### config.mk
export PLATFORM = sky130hd
export DESIGN_NAME = bip_control
export DESIGN_NICKNAME = d
export VERILOG_FILES = /design/src/rtl/bip_pkg.sv /design/src/rtl/bip_decoder.sv /design/src/rtl/bip_control.sv
export SDC_FILE = /design/constraint.sdc
export NUM_CORES = 1
export LEC_CHECK = 0
export ABC_AREA = 1
export CAP_MARGIN = 15
export CORE_ASPECT_RATIO = 1.2
export CORE_MARGIN = 4
export CORE_UTILIZATION = 38
export CTS_CLUSTER_SIZE = 8
export DETAILED_ROUTE_END_ITERATION = 8
export PLACE_DENSITY = 0.8
export REMOVE_ABC_BUFFERS = 1
export SKIP_LAST_GASP = 1
export SLEW_MARGIN = 10
export SYNTH_ARGS = -nofsm -noshare
export SYNTH_HDL_FRONTEND = slang
export SYNTH_HIERARCHICAL = 1
export SYNTH_SLANG_ARGS = --single-unit
### constraint.sdc
create_clock -name i_clock -period 1.9 [get_ports i_clock]
set_clock_uncertainty 0.2 [all_clocks]
set_input_delay 0.285 -clock i_clock [delete_from_list [all_inputs] [get_ports i_clock]]
set_output_delay 0.285 -clock i_clock [all_outputs]
set_load 0.02 [all_outputs]
### src/rtl/bip_pkg.sv
// Shared definitions for the BIP processor: opcodes, accumulator-source
// encodings, controller states and the bundle of decode strobes.
package bip_pkg;

  localparam int OPC_W = 5;

  localparam logic [OPC_W-1:0] OPC_HLT  = 5'b00000;
  localparam logic [OPC_W-1:0] OPC_STO  = 5'b00001;
  localparam logic [OPC_W-1:0] OPC_LD   = 5'b00010;
  localparam logic [OPC_W-1:0] OPC_LDI  = 5'b00011;
  localparam logic [OPC_W-1:0] OPC_ADD  = 5'b00100;
  localparam logic [OPC_W-1:0] OPC_ADDI = 5'b00101;
  localparam logic [OPC_W-1:0] OPC_SUB  = 5'b00110;
  localparam logic [OPC_W-1:0] OPC_SUBI = 5'b00111;

  localparam logic [1:0] SELA_RAM = 2'd0;
  localparam logic [1:0] SELA_IMM = 2'd1;
  localparam logic [1:0] SELA_ALU = 2'd2;

  localparam logic SELB_RAM = 1'b0;
  localparam logic SELB_IMM = 1'b1;

  localparam logic ALU_ADD = 1'b0;
  localparam logic ALU_SUB = 1'b1;

  typedef enum logic [1:0] {
    ST_IDLE = 2'd0,
    ST_RUN  = 2'd1,
    ST_HALT = 2'd2
  } state_e;

  typedef struct packed {
    logic       wr_acc;
    logic       wr_ram;
    logic       rd_ram;
    logic [1:0] sel_a;
    logic       sel_b;
    logic       op;
  } ctrl_t;

endpackage

### src/rtl/bip_decoder.sv
// Combinational opcode decode for the BIP controller; every strobe is held
// at zero unless the controller is actually executing this cycle.
module bip_decoder
  import bip_pkg::*;
(
  input  logic [OPC_W-1:0] opcode_i,
  input  logic             valid_i,
  output ctrl_t            ctrl_o,
  output logic             halt_o
);

  always_comb begin
    ctrl_o = '0;
    halt_o = 1'b0;
    if (valid_i) begin
      case (opcode_i)
        OPC_HLT:  halt_o = 1'b1;
        OPC_STO:  ctrl_o.wr_ram = 1'b1;
        OPC_LD: begin
          ctrl_o.rd_ram = 1'b1;
          ctrl_o.sel_a  = SELA_RAM;
          ctrl_o.wr_acc = 1'b1;
        end
        OPC_LDI: begin
          ctrl_o.sel_a  = SELA_IMM;
          ctrl_o.wr_acc = 1'b1;
        end
        OPC_ADD, OPC_SUB: begin
          ctrl_o.rd_ram = 1'b1;
          ctrl_o.sel_b  = SELB_RAM;
          ctrl_o.op     = (opcode_i == OPC_SUB) ? ALU_SUB : ALU_ADD;
          ctrl_o.sel_a  = SELA_ALU;
          ctrl_o.wr_acc = 1'b1;
        end
        OPC_ADDI, OPC_SUBI: begin
          ctrl_o.sel_b  = SELB_IMM;
          ctrl_o.op     = (opcode_i == OPC_SUBI) ? ALU_SUB : ALU_ADD;
          ctrl_o.sel_a  = SELA_ALU;
          ctrl_o.wr_acc = 1'b1;
        end
        default: ;
      endcase
    end
  end

endmodule

### src/rtl/bip_control.sv
// BIP control unit: IDLE/RUN/HALT sequencer, program counter and operand
// sign extension; opcode decode is delegated to bip_decoder.
module bip_control
  import bip_pkg::*;
#(
  parameter int PC_WIDTH     = 11,
  parameter int DATA_WIDTH   = 16,
  parameter int OPCODE_WIDTH = 5
) (
  input  logic                  i_clock,
  input  logic                  i_reset,
  input  logic                  i_start,
  input  logic                  i_enable,
  input  logic [DATA_WIDTH-1:0] i_instruction,
  output logic [PC_WIDTH-1:0]   o_addr_PC,
  output logic [1:0]            o_selA,
  output logic                  o_selB,
  output logic [DATA_WIDTH-1:0] o_SIGNAL,
  output logic                  o_op,
  output logic                  o_wrACC,
  output logic                  o_wrRAM,
  output logic                  o_rdRAM,
  output logic                  o_halt
);

  state_e                state_q, state_d;
  logic [PC_WIDTH-1:0]   pc_q, pc_d;
  logic [OPC_W-1:0]      opcode;
  logic                  exec_en;
  logic                  is_hlt;
  ctrl_t                 ctrl;

  assign opcode  = i_instruction[DATA_WIDTH-1 -: OPCODE_WIDTH];
  assign exec_en = (state_q == ST_RUN) && i_enable;

  bip_decoder u_decoder (
    .opcode_i (opcode),
    .valid_i  (exec_en),
    .ctrl_o   (ctrl),
    .halt_o   (is_hlt)
  );

  always_ff @(posedge i_clock or negedge i_reset) begin
    if (!i_reset) begin
      state_q <= ST_IDLE;
      pc_q    <= '0;
    end else begin
      state_q <= state_d;
      pc_q    <= pc_d;
    end
  end

  // PC only moves on an enabled RUN edge; the HLT edge freezes it in place.
  always_comb begin
    state_d = state_q;
    pc_d    = pc_q;
    case (state_q)
      ST_IDLE: if (i_start) state_d = ST_RUN;
      ST_RUN: begin
        if (exec_en) begin
          if (is_hlt) state_d = ST_HALT;
          else        pc_d    = pc_q + PC_WIDTH'(1);
        end
      end
      ST_HALT: ;
      default: state_d = ST_IDLE;
    endcase
  end

  assign o_addr_PC = pc_q;
  assign o_halt    = (state_q == ST_HALT);
  assign o_SIGNAL  = {{(DATA_WIDTH-PC_WIDTH){i_instruction[PC_WIDTH-1]}},
                      i_instruction[PC_WIDTH-1:0]};
  assign o_wrACC   = ctrl.wr_acc;
  assign o_wrRAM   = ctrl.wr_ram;
  assign o_rdRAM   = ctrl.rd_ram;
  assign o_selA    = ctrl.sel_a;
  assign o_selB    = ctrl.sel_b;
  assign o_op      = ctrl.op;

endmodule

==> flow_summary_export.csv <==
group,metric,value,unit
grt,grt_pass1_vias,862,
drt,post_drt_wl_per_cell,13.1,µm
clock_network,clockBufferDepth,2,
floorplan,fp.dieW,54.3,µm
critical_path,path_cells,"clkdlybuf4s50_1 -> nand3_2 -> inv_2 -> nand3_2 -> nor2_2 -> buf_2",
timing,postLayoutSetupSlackWorst,56.2,ps
clock_network,clock_sinks,13,
place,portBuffers,27,
grt,grt_pass1_wl,3.63,mm
floorplan,die_h,63.6,µm
pwr,peakVddDrop,0.201,mV
final_layout,drive_gt1_frac,0.264,
place,gp_congestion,0.794,
critical_path,start_kind,"input port",
final_layout,syn_to_final_growth,23.9,%
pwr,pwr-share-seq,0.569,
synth,syn_inst,125,
timing,period_share,0.970,
timing,final_hold_viol_count,0,
synth,syn-cell-area,977,µm²
floorplan,coreArea,2380,µm²
pwr,p_leak,0.639,nW
critical_path,criticalPathCategory,"in2out",
critical_path,critPathMaxFanout,5,
drt,initialDrtViolationCount,9,
pwr,p_int,0.376,mW
critical_path,critical_path.max_stage_delay,500,ps
clock_network,cts_tree,"yes",
timing,worst_pin_slew,585,ps
status,status,"completed",
grt,grt_max_degree,14,
clock_network,post_cts_buffers,0,
drt,routed_wirelength,2.28,mm
clock_network,cts_buffers,3,
job,maxCapViolCount,0,
critical_path,cp_common_cell,"nand3_2",
synth,yosysSeqAreaShare,0.333,
final_layout,fillers,230,
floorplan,rows,19,
critical_path,end_kind,"primary output",
grt,antenna_found_initial,0,
grt,grt_use_total,0.139,
critical_path,cp_num_buf_inv,3,
pwr,switchingPower,0.110,mW
pwr,p_per_area,401,nW/µm²
place,placed_area,1200,µm²
hold_path,hold_class,"in2async",
floorplan,ios,55,
clock_network,clk_pin_slew,80,ps
pwr,power.share.clock,0.356,
drt,ant_nets,0,
critical_path,slowest_stage,"clkdlybuf4s50_1",
synth,synth_seq_cells,13,
pwr,p_total,0.485,mW
timing,fmax,542,MHz
critical_path,startpoint,"i_enable",
pwr,pwr-share-comb,0.075,
timing,slew_viol_final,0,
synth,ys_warn_count,6,
critical_path,cp.arrival,1360,ps
clock_network,ctsHoldBuffers,0,
grt,gr-total-overflow,0,
timing,rsz0062_at_grt,"true",
place,pre_cts_slack,-467,ps
clock_network,h-tree-depth,1,
pwr,switching_share,0.226,
critical_path,rr_startpoint,"state_q[1]",
timing,layout_min_cycle_time,1840,ps
clock_network,clockRootBuffer,"clkbuf_4",
synth,ys_types,20,
final_layout,fin_area,1210,µm²
drt,drc,0,
drt,vias,830,
critical_path,crit_family,"buffers and inverters",
timing,relSlewSlack,0.609,
synth,avgSynthCellArea,7.82,µm²
drt,drt-pass1-iter-count,6,
place,hpwl,1.81,mm
floorplan,initial_utilization,0.411,
timing,finalSetupViolCount,0,
drt,routed_via_density,4.74,
clock_network,clk-insertion-delay-late,280,ps
final_layout,n_antenna_cell,0,
final_layout,fin_nets,166,
critical_path,required,1410,ps
floorplan,die_area,3450,µm²
-- metal layers --
layer  track usage  vias up  routed length, µm
met4        0.0498        0                  0
li1              -      405                  -
met1         0.150      376                847
met3        0.0731        0                255
met5        0.0556        -                  0
met2         0.219       49               1180
-- cell usage in the layout, fill, tap and decap left out, drive strengths merged --
cell	netlist	final
clkbuf	0	4
dlygate4sd2	0	1
dfrtp	13	13
inv	17	17
nand2	34	34
dlymetal6s2s	0	4
nor2	20	20
xnor2	4	4
nand3	12	12
clkdlybuf4s50	0	15
buf	17	12
ha	1	1
nor3	1	1
o21ai	1	1
xor2	1	1
nand4	3	3
nand3b	1	1
-- what timing repair did --
action / CTS / global route
endpoints found under the setup margin: 8 / 9
pin swaps: 0 / 0
resized for setup: 29 / 9
-- flip-flops by register name, indices dropped and copies added (netlist names) --
| register | flops |
|---|---|
| o_addr_PC | 11 |
| state_q | 2 |
-- power by group through the flow --
stage | Sequential (mW) | Combinational [mW] | Clock, mW
detailed placement | 0.282 | 0.0366 | 0
floorplan | 0.282 | 0.00767 | 0
finish | 0.276 | 0.0364 | 0.173
CTS | 0.276 | 0.0366 | 0.178
global route | 0.276 | 0.0391 | 0.189
global placement | 0.282 | 0.0344 | 0
-- worst reg2reg max path: stages, from the launching register on --
cell and delay, ps:
dfrtp_1 400, inv_2 80, nand3_2 80, inv_2 110, nand2_1 90, nor2_2 170
nor2_4 60, buf_12 140, buf_4 140, xor2_2 130
-- path summary, 6_finish.rpt --
check,endpoint,slack (ps),cells after the start
max,o_rdRAM,60,6
min,o_addr_PC[6],170,1
max reg2reg,o_addr_PC[0],180,9
min reg2reg,o_addr_PC[4],350,1
max in group asynchronous,o_addr_PC[3],950,1
min in group i_clock,o_addr_PC[4],350,1
-- cell families after synthesis --
logic type,count (synthesis),synth area share
AND/OR/NAND/NOR,71,0.370
XOR/XNOR,5,0.0756
buffers and inverters,34,0.204
AO/OA/AOI/OAI,1,0.00512
adder cells (fa/ha/maj),1,0.0128
flip-flops,13,0.333
-- cell type report --
type	instances	area, µm²	area share
clock buffers	4	26.3	0.0217
flip-flops and latches	13	325	0.269
inverters	17	63.8	0.0527
well taps	31	38.8	0.0320
repair buffers	32	302	0.249
multi-input cells	78	455	0.376
-- cell usage after synthesis --
library cell / count / share of area
buf_4: 16 / 0.12
buf_8: 1 / 0.015
dfrtp_1: 13 / 0.33
ha_1: 1 / 0.013
inv_1: 15 / 0.058
inv_2: 2 / 0.0077
nand2_1: 30 / 0.12
nand2_2: 4 / 0.026
nand3_1: 8 / 0.041
nand3_2: 4 / 0.041
nand3b_1: 1 / 0.0077
nand4_1: 3 / 0.019
nor2_1: 13 / 0.050
nor2_2: 3 / 0.019
nor2_4: 4 / 0.046
nor3_1: 1 / 0.0051
o21ai_0: 1 / 0.0051
xnor2_1: 1 / 0.0090
xnor2_2: 3 / 0.050
xor2_2: 1 / 0.017
-- per-stage QoR --
step	util	std cells	setup TNS [ps]	hold slack, ps
after floorplan	-	108	0	-211
after global placement	0.505	171	-4260	328
after detailed placement	0.505	171	-5250	340
after CTS	0.504	175	-63.1	190
after global routing	0.509	175	-77.4	214
final	0.509	175	0	175
Note: power is estimated with default switching activity, not from simulation.
